==> config.mk <==
export PLATFORM = sky130hd
export DESIGN_NAME = hw_divider
export DESIGN_NICKNAME = d
export VERILOG_FILES = /design/src/rtl/hw_divider.sv
export SDC_FILE = /design/constraint.sdc
export NUM_CORES = 1
export LEC_CHECK = 0
export ABC_CLOCK_PERIOD_IN_PS = 3600
export CAP_MARGIN = 40
export CORE_MARGIN = 2
export CORE_UTILIZATION = 40
export CTS_BUF_LIST = sky130_fd_sc_hd__clkbuf_16
export CTS_CLUSTER_DIAMETER = 30
export DETAILED_ROUTE_END_ITERATION = 7
export GPL_ROUTABILITY_DRIVEN = 0
export SLEW_MARGIN = 15
export SYNTH_ARGS = -nofsm -noshare
export SYNTH_HDL_FRONTEND = slang
export SYNTH_SLANG_ARGS = --single-unit
==> constraint.sdc <==
create_clock -name clk -period 3.6 [get_ports clk]
set_input_delay 0.72 -clock clk [delete_from_list [all_inputs] [get_ports clk]]
set_output_delay 0.72 -clock clk [all_outputs]
set_load 0.02 [all_outputs]
==> src/rtl/hw_divider.sv <==
// Sequential restoring divider: 16-bit dividend by 8-bit divisor,
// one quotient bit per clock, start/done handshake.
module hw_divider #(
  parameter int DW = 16,
  parameter int VW = 8
) (
  input  logic          clk,
  input  logic          rst_n,
  input  logic          start,
  input  logic [DW-1:0] dividend,
  input  logic [VW-1:0] divisor,
  output logic [DW-1:0] quotient,
  output logic [VW-1:0] remainder,
  output logic          done,
  output logic          div_by_zero
);

  localparam int CW = $clog2(DW);
  localparam logic [CW-1:0] LAST = CW'(DW - 1);

  typedef enum logic [1:0] {
    IDLE = 2'd0,
    CALC = 2'd1,
    DONE = 2'd2
  } state_e;

  state_e        state_q, state_d;
  logic [DW-1:0] qs_q, qs_d;
  logic [VW-1:0] pr_q, pr_d;
  logic [VW-1:0] dv_q, dv_d;
  logic [CW-1:0] cnt_q, cnt_d;
  logic [DW-1:0] quo_q, quo_d;
  logic [VW-1:0] rem_q, rem_d;
  logic          done_q, done_d;
  logic          dbz_q, dbz_d;

  logic [VW:0]   t;
  logic          ge;
  logic [VW-1:0] nxt_pr;
  logic [DW-1:0] nxt_qs;

  // Partial remainder stays below the divisor, so the low bits suffice.
  always_comb begin
    t      = {pr_q, qs_q[DW-1]};
    ge     = t >= {1'b0, dv_q};
    nxt_pr = ge ? (t[VW-1:0] - dv_q) : t[VW-1:0];
    nxt_qs = {qs_q[DW-2:0], ge};
  end

  always_comb begin
    state_d = state_q;
    qs_d    = qs_q;
    pr_d    = pr_q;
    dv_d    = dv_q;
    cnt_d   = cnt_q;
    quo_d   = quo_q;
    rem_d   = rem_q;
    done_d  = done_q;
    dbz_d   = dbz_q;
    unique case (state_q)
      IDLE, DONE: begin
        if (start) begin
          qs_d    = dividend;
          dv_d    = divisor;
          pr_d    = '0;
          cnt_d   = '0;
          done_d  = 1'b0;
          dbz_d   = 1'b0;
          state_d = CALC;
        end
      end
      CALC: begin
        if (dv_q == '0) begin
          quo_d   = '1;
          rem_d   = qs_q[VW-1:0];
          dbz_d   = 1'b1;
          done_d  = 1'b1;
          state_d = DONE;
        end else begin
          qs_d  = nxt_qs;
          pr_d  = nxt_pr;
          cnt_d = cnt_q + CW'(1);
          if (cnt_q == LAST) begin
            quo_d   = nxt_qs;
            rem_d   = nxt_pr;
            done_d  = 1'b1;
            state_d = DONE;
          end
        end
      end
      default: state_d = IDLE;
    endcase
  end

  always_ff @(posedge clk or negedge rst_n) begin
    if (!rst_n) begin
      state_q <= IDLE;
      qs_q    <= '0;
      pr_q    <= '0;
      dv_q    <= '0;
      cnt_q   <= '0;
      quo_q   <= '0;
      rem_q   <= '0;
      done_q  <= 1'b0;
      dbz_q   <= 1'b0;
    end else begin
      state_q <= state_d;
      qs_q    <= qs_d;
      pr_q    <= pr_d;
      dv_q    <= dv_d;
      cnt_q   <= cnt_d;
      quo_q   <= quo_d;
      rem_q   <= rem_d;
      done_q  <= done_d;
      dbz_q   <= dbz_d;
    end
  end

  assign quotient    = quo_q;
  assign remainder   = rem_q;
  assign done        = done_q;
  assign div_by_zero = dbz_q;

endmodule

## Word level (Yosys, flattened, before mapping)

Index checks and enable logic that the tools add are counted.

- Register bits after elaboration: 64
- Latch bits: 0
- Memory bits (writable): 0
- Bits in read-only memories: 0
- Input bits: 27
- Output and inout port bits: 26
- Word-level logic and storage cells: 54
- Memories kept: 0

- $add $sub $neg: 2
- Multiply operators: 0
- Div/mod/pow operators: 0
- $lt $le $gt $ge: 1
- Equality and inequality tests: 7
- Shift-type cells: 0
- Mux-type cells: 24
- Bitwise operators: 0
- Reductions and logical operators: 11

Operators by type and width:

| cell | number |
|---|---|
| 16-bit 2-to-1 mux | 4 |
| 8-bit 2-to-1 mux | 5 |
| 16-bit one-hot mux with 2 select lines | 1 |
| 8-bit one-hot mux with 2 select lines | 1 |
| 9-bit by 8-bit >= comparator with 1-bit output | 1 |
| 3-bit AND reduction | 3 |
| 8-bit logical NOT | 1 |
| 4-bit 2-to-1 mux | 2 |
| 4-bit one-hot mux with 2 select lines | 1 |
| 8-bit subtractor | 1 |
| 2-bit 2-to-1 mux | 3 |
| 2-bit != test, second input constant | 3 |
| 2-bit AND reduction | 3 |
| 4-bit by 1-bit adder with 4-bit output, second input constant | 1 |
| 4-bit == test, second input constant | 1 |
| 1-bit 2-to-1 mux | 4 |
| 1-bit one-hot mux with 2 select lines | 2 |
| 2-bit one-hot mux with 2 select lines | 1 |
| 2-bit nonzero test | 2 |
| 3-bit != test, second input constant | 1 |
| 2-bit by 1-bit == test with 1-bit output, second input constant | 1 |
| 2-bit == test, second input constant | 1 |
| 2-bit logical NOT | 1 |
| 2-bit OR reduction | 1 |

## Longest topological paths before layout

Gate-level depths: netlist (run 1).

- Depth in word-level cells: 4
- Depth in mapped cells: 9
- Mapped depth without buffers: 9

## Worst setup path before layout (run 1)

No wires, ideal clock.

- Kind: flip-flop to flip-flop
- Start point: register pr_q[4]
- End point: register rem_q[0], in the netlist remainder[0]
- Setup time: 0.076 ns
- Arrival time: 1.924 ns
- Data required time: 3.524 ns
- Setup slack: 1.599 ns
- Stages on the path, launching flop included: 8
- Path buffers: 1
- Clock period less this slack: 2.001 ns
- Cell sequence: dfrtp_1 ha_1 and4_4 and2_4 a211o_1 buf_6 mux2_4 o21ai_1

- Word-level cells in the longest chain between the ends: 4

Ends and longest elaborated chain:

| item | line | RTL |
|---|---|---|
| from (decl) | 29 | `logic [VW-1:0] pr_q, pr_d;` |
| from (signal assigned) | 109 | `pr_q <= pr_d;` |
| 9-bit by 8-bit >= comparator with 1-bit output | 45 | `ge = t >= {1'b0, dv_q};` |
| 8-bit 2-to-1 mux | 46 | `nxt_pr = ge ? (t[VW-1:0] - dv_q) : t[VW-1:0];` |
| 8-bit 2-to-1 mux | 83 | `if (cnt_q == LAST) begin` |
| 8-bit 2-to-1 mux | 73 | `if (dv_q == '0) begin` |
| to (signal assigned) | 113 | `rem_q <= rem_d;` |
| to (decl) | 33 | `logic [VW-1:0] rem_q, rem_d;` |

No other way between the ends. The select of a mux whose other input is x is not followed.
A chain may end at the register's enable or synchronous reset.

## Worst setup path after layout (run 1)

- Start point: register dv_q[2]
- End point: register rem_q[1], in the netlist remainder[1]

- Word-level cells in the longest chain between the ends: 4
- Elaborated cells between the ends (all ways): 7
- Those cells by class: order compare (1); mux (3); reduce/logical (3)

Ends and longest elaborated chain:

| item | line | RTL |
|---|---|---|
| from (decl) | 30 | `logic [VW-1:0] dv_q, dv_d;` |
| from (signal assigned) | 110 | `dv_q <= dv_d;` |
| 9-bit by 8-bit >= comparator with 1-bit output | 45 |  |
| 8-bit 2-to-1 mux | 46 |  |
| 8-bit 2-to-1 mux | 83 |  |
| 8-bit 2-to-1 mux | 73 |  |

Parallel ways exist; a longest one is shown, timed or not. The select of a mux whose other input is x is not followed.

==> qor.yml, run 1 <==
cts_setup_buffers: 0
cts_max_level: 3
worstSetupEndpointType: "register"
synthTopCellsByArea: "dfrtp_1, nand2_1, o21ai_0"
core_sq_mm: 0.00765
firstDrtPassIters: 4
syn_to_final_growth_pct: 30.5
drt_iter0_drc: 105
yosysWarnings: 0
dpl_cell_area_sq_mm: 0.00374
finalHoldWorstSlack_ns: 0.350
relSlewSlack: 0.535
rsz0062_at_grt: "no"
io-pin-count: 53
synth-seq-cells: 64
layout.cells.non_filler: 486
portBuffers: 52
dp.cells: 470
yosys-top-cells-count: "dfrtp_1, nand2_1, nor2_1"
cts_tree: "yes"
cp_data_arrival_time_ns: 2.54
finalCritPeriodShare: 0.650
synth.yosys.seq_area_share: 0.512
ir_drop_v: 0.000376
dieHeight_um: 92.4
grtUsageTotal: 0.202
fin_nets: 417
hold_path_class: "primary input to async pin"
synth_cell_types: 46
dieArea_sq_mm: 0.00854
clock_tree.root_cell: "clkbuf_16"
cts.sink_count: 64
required_ns: 3.80
total_power_mw: 4.63
antenna_cells: 0
grt_pass1_wl_mm: 13.6
maxCapViolations: 0
yosysTopAreaCell: "dfrtp_1"
slew_violations: 0
syn_avg_cell_area_sq_um: 9.62
synth_top_area_frac: 0.512
cellLeakagePower_nw: 1.75
p_per_area_mw_per_mm2: 1130
start_util: 0.409
cts_hold_buf: 0
netlist_area_sq_mm: 0.00313
clk_pin_slew_ns: 0.05
finClkSkew_ns: 0.00645
post_cts_resized: 0
synth_fp_nets: 362
fp-row-count: 32
drt-wirelength-per-cell_um: 16.2
crit_fanout: 6
clk_latency_ns: 0.32
dp_hpwl_mm: 5.58
drive_gt1_frac: 0.0833
synth_flop_cell: "dfrtp_1"
ctsLongestPathBuffers: 2
hold_viol_final: 0
vias: 2623
post-synth-top-count-cell: "dfrtp_1"
die_w_um: 92.4
cp-start-kind: "register"
grt_pass1_vias: 2645
antenna_left: 0
drc: 0
gr-total-overflow: 0
num-fill-cells: 683
final_cell_area_sq_mm: 0.00408
max_freq_ghz: 0.427
synthCells: 325
numCtsBuffers: 9
async_flop_share: 1.00
final-setup-viol-count: 0
grt_start_max_net_pins: 65
status: "finished clean"
crit_type: "register to register"
grt_antenna_before_repair: 0
min_period_ns: 2.34
viasPerCell: 5.40
setup_tns_ns: 0
routed_wirelength_mm: 7.88
worst_pin_slew_ns: 0.695
synth_edf_count: 0
## kinds of logic (layout without fill, tap and decap cells)
group / count (synthesis) / after routing / synth area share
mux: 6 / 6 / 0.0208
compound gates: 97 / 97 / 0.204
xor+xnor: 6 / 6 / 0.0168
buf+inv: 29 / 88 / 0.0408
flops: 64 / 64 / 0.512
simple gates: 113 / 113 / 0.163
fa+ha+maj: 10 / 10 / 0.0424
## power breakdown
group | leakage [nW] | internal (mW) | switching [mW]
Sequential | 0.754 | 1.09 | 0.289
Combinational | 0.842 | 1.00 | 1.34
Clock | 0.155 | 0.600 | 0.312
## final cells by class
cell class              count  area [sq um]  area share
clock buffers               9           225      0.0552
clock inverters             6          83.8      0.0206
inverters                  13          48.8      0.0120
multi-input cells         232          1400       0.342
flip-flops and latches     64          1600       0.393
well taps                 102           128      0.0313
repair buffers             60           596       0.146
## state kept, by name, summed over array words and instances, names as in the netlist
register,count
cnt_q,4
div_by_zero,1
done,1
dv_q,8
pr_q,8
qs_q,16
quotient,16
remainder,8
state_q,2
## routing by layer
metal,global-route usage,up-vias,share of wire
met3,0.0374,5,0.048
li1,-,1271,-
met2,0.314,71,0.47
met5,0,-,0
met1,0.290,1276,0.48
met4,0.0597,0,0.0062
## through the flow
step	worst slack, ns	utilization
floorplan	1.60	-
global placement	1.30	0.489
detailed placement	1.31	0.489
CTS	1.29	0.530
global route	1.03	0.533
finish	1.26	0.533
## worst paths after layout
| check | startpoint | cells after the start | slack (ns) | end |
|---|---|---|---|---|
| worst max-delay path | dv_q[2] | 7 | 1.26 | remainder[1] |
| worst min-delay path | rst_n | 2 | 0.35 | quotient[10] |
| worst max register to register | dv_q[2] | 7 | 1.26 | remainder[1] |
| worst min register to register | div_by_zero | 2 | 0.48 | div_by_zero |
| max in group asynchronous | rst_n | 3 | 2.74 | dv_q[4] |
| min in group clk | div_by_zero | 2 | 0.48 | div_by_zero |
## worst max-delay path, cell delays in order (launching register included)
cell and delay [ns]:
dfrtp_1 0.38, inv_1 0.08, ha_1 0.36, a21oi_1 0.27, o21ai_1 0.19, a211oi_2 0.54
mux2i_1 0.29, o21ai_0 0.11
## cells in the final DEF, fill, tap and decap left out, types with 5 or more instances in the layout
| cell type | count |
|---|---|
| buf_4 | 7 |
| ha_1 | 9 |
| a21oi_1 | 18 |
| nand3_1 | 10 |
| o21ai_0 | 26 |
| o22a_1 | 14 |
| a31oi_1 | 10 |
| inv_1 | 13 |
| clkbuf_16 | 9 |
| nand2_1 | 51 |
| clkdlybuf4s50_1 | 51 |
| mux2i_1 | 5 |
| dfrtp_1 | 64 |
| xor2_1 | 6 |
| nor2_1 | 29 |
(Power assumes the default switching activity.)
==> run 2: changes to the inputs <==
--- a/config.mk
+++ b/config.mk
@@ -5,7 +5,7 @@
 export SDC_FILE = /design/constraint.sdc
 export NUM_CORES = 1
 export LEC_CHECK = 0
-export ABC_CLOCK_PERIOD_IN_PS = 3600
+export ABC_CLOCK_PERIOD_IN_PS = 2450
 export CAP_MARGIN = 40
 export CORE_MARGIN = 2
 export CORE_UTILIZATION = 40
==> constraint.sdc (replaced) <==
create_clock -name clk -period 2.45 [get_ports clk]
set_input_delay 0.49 -clock clk [delete_from_list [all_inputs] [get_ports clk]]
set_output_delay 0.49 -clock clk [all_outputs]
set_load 0.02 [all_outputs]
==> qor.yml, run 2 (same netlist as run 1, synthesis figures left out) <==
status: "finished clean"
io-pin-count: 53  # unchanged
cts_tree: "yes"
grt_pass1_wl_mm: 13.7  # +1.1%
cts_setup_buffers: 0  # unchanged
start_util: 0.409  # unchanged
vias: 2624  # +0.038%
cp-start-kind: "register"
grt_antenna_before_repair: 0  # unchanged
crit_path_top_delay_cell: "or4_1"
ctsLongestPathBuffers: 2  # unchanged
portBuffers: 52  # unchanged
path_cells: "ha_1, o21ai_1, a21oi_1, or4_1, a211oi_1, nor3_1"
die_w_um: 92.4  # unchanged
final_cell_mix: "dfrtp_1, nand2_1, clkdlybuf4s50_1, nor2_1, o21ai_0"
max_freq_ghz: 0.448  # +4.9%
dp_hpwl_mm: 5.97  # +7.0%
drive_gt1_frac: 0.107  # +0.0233
dieHeight_um: 92.4  # unchanged
pwr-share-comb: 0.524  # +0.019
routed_wirelength_mm: 8.31  # +5.5%
gr-total-overflow: 0  # unchanged
total_power_mw: 6.98  # +51%
cts_hold_buf: 0  # unchanged
clk_pin_slew_ns: 0.05  # about the same
hold_viol_final: 0  # unchanged
syn_to_final_growth_pct: 33.1
crit_fanout: 6  # unchanged
required_ns: 2.64  # -1.16 ns
worstSetupEndpointType: "register"
dpl_cell_area_sq_mm: 0.00385  # +2.9%
num-fill-cells: 711  # +4.1%
drt-wirelength-per-cell_um: 16.8  # +3.4%
relSlewSlack: 0.530  # -0.00565
final_cell_area_sq_mm: 0.00416  # +2.0%
fp-row-count: 32  # unchanged
path_delay_family: "simple AND/OR/NAND/NOR gates"
cp_data_arrival_time_ns: 2.42  # -0.12 ns
dieArea_sq_mm: 0.00854  # unchanged
cts_max_level: 3  # unchanged
antenna_cells: 0  # unchanged
utilization: 0.544  # +0.0105
worst-path-buf-inv: 0  # -1
grtUsageTotal: 0.209  # +0.00636
finalCritPeriodShare: 0.911  # +0.260
fin_nets: 427  # +2.4%
min_period_ns: 2.23  # -0.110 ns
pwr-share-clk: 0.188  # -0.009
setup_tns_ns: 0  # unchanged
p_int_mw: 4.08  # +52%
clock_tree.root_cell: "clkbuf_16"
final_common_cell: "dfrtp_1"
p_seq_frac: 0.289  # -0.009
clk_latency_ns: 0.32  # about the same
core_sq_mm: 0.00765  # unchanged
cts.sink_count: 64  # unchanged
firstDrtPassIters: 4  # unchanged
maxCapViolations: 0  # unchanged
numCtsBuffers: 9  # unchanged
final-setup-viol-count: 0  # unchanged
drt_iter0_drc: 196  # +87%
layout.cells.non_filler: 496  # +2.1%
rsz0062_at_grt: "no"
grt_start_max_net_pins: 29  # -55%
ir_drop_v: 0.000712  # +89%
drc: 0  # unchanged
swShare: 0.415  # -0.00300
max_stage_delay_ns: 0.55  # about the same
grt_pass1_vias: 2575  # -2.6%
hold_path_class: "primary input to async pin"
crit_type: "register to register"
viasPerCell: 5.29  # -2.0%
antenna_left: 0  # unchanged
worst_pin_slew_ns: 0.705  # +0.0102 ns
post_cts_resized: 0  # unchanged
finClkSkew_ns: 0.00631  # -0.000142 ns
dp.cells: 481  # +2.3%
cellLeakagePower_nw: 1.80  # +2.9%
p_per_area_mw_per_mm2: 1680  # +48%
switchingPower_mw: 2.90  # +50%
slew_violations: 0  # unchanged
==> run 2: cell type report <==
class	instances	area (sq um)	share of cell area
Sequential cell	64	1600	0.385
Clock inverter	6	77.6	0.0187
Inverter	13	48.8	0.0117
Multi-Input combinational cell	232	1400	0.337
Timing Repair Buffer	70	676	0.162
Clock buffer	9	225	0.0542
Tap cell	102	128	0.0307
==> run 2: layer usage <==
layer	part of all wire	routed length (um)	global-route usage
met5	0	0	0
met4	0.0087	72	0.0659
met3	0.042	347	0.0448
met2	0.47	3890	0.314
met1	0.48	4000	0.302
==> run 2: power groups by stage <==
stage / clock network (mW) / logic [mW] / registers, mW
global placement: 0 / 3.56 / 2.02
detailed placement: 0 / 3.62 / 2.02
floorplan: 0 / 2.20 / 2.17
global route: 1.38 / 4.06 / 2.09
finish: 1.31 / 3.66 / 2.02
CTS: 1.33 / 3.66 / 2.02
==> run 2: worst paths after layout <==
kind	cells after the start	slack, ns	endpoint	start
worst max-delay path	6	0.22	remainder[7]	pr_q[4]
worst min-delay path	1	0.22	quotient[10]	rst_n
worst max register to register	6	0.22	remainder[7]	pr_q[4]
worst min register to register	2	0.48	done	done
max in group asynchronous	2	1.59	dv_q[6]	rst_n
min in group clk	2	0.48	done	done
==> run 2: stage by stage <==
stage / hold WS [ns] / setup slack, ns
finish: 0.216 / 0.219
global route: 0.259 / 0.0665
CTS: 0.241 / 0.172
detailed placement: 0.467 / 0.195
global placement: 0.460 / 0.210
floorplan: 0.194 / 0.449
==> run 3: changes to the inputs <==
--- a/config.mk
+++ b/config.mk
@@ -12,7 +12,7 @@
 export CTS_BUF_LIST = sky130_fd_sc_hd__clkbuf_16
 export CTS_CLUSTER_DIAMETER = 30
 export DETAILED_ROUTE_END_ITERATION = 7
-export GPL_ROUTABILITY_DRIVEN = 0
+export GPL_ROUTABILITY_DRIVEN = 1
 export SLEW_MARGIN = 15
 export SYNTH_ARGS = -nofsm -noshare
 export SYNTH_HDL_FRONTEND = slang
==> results of run 3 <==
No change in the layout: final DEF, timing and power equal those of run 2.
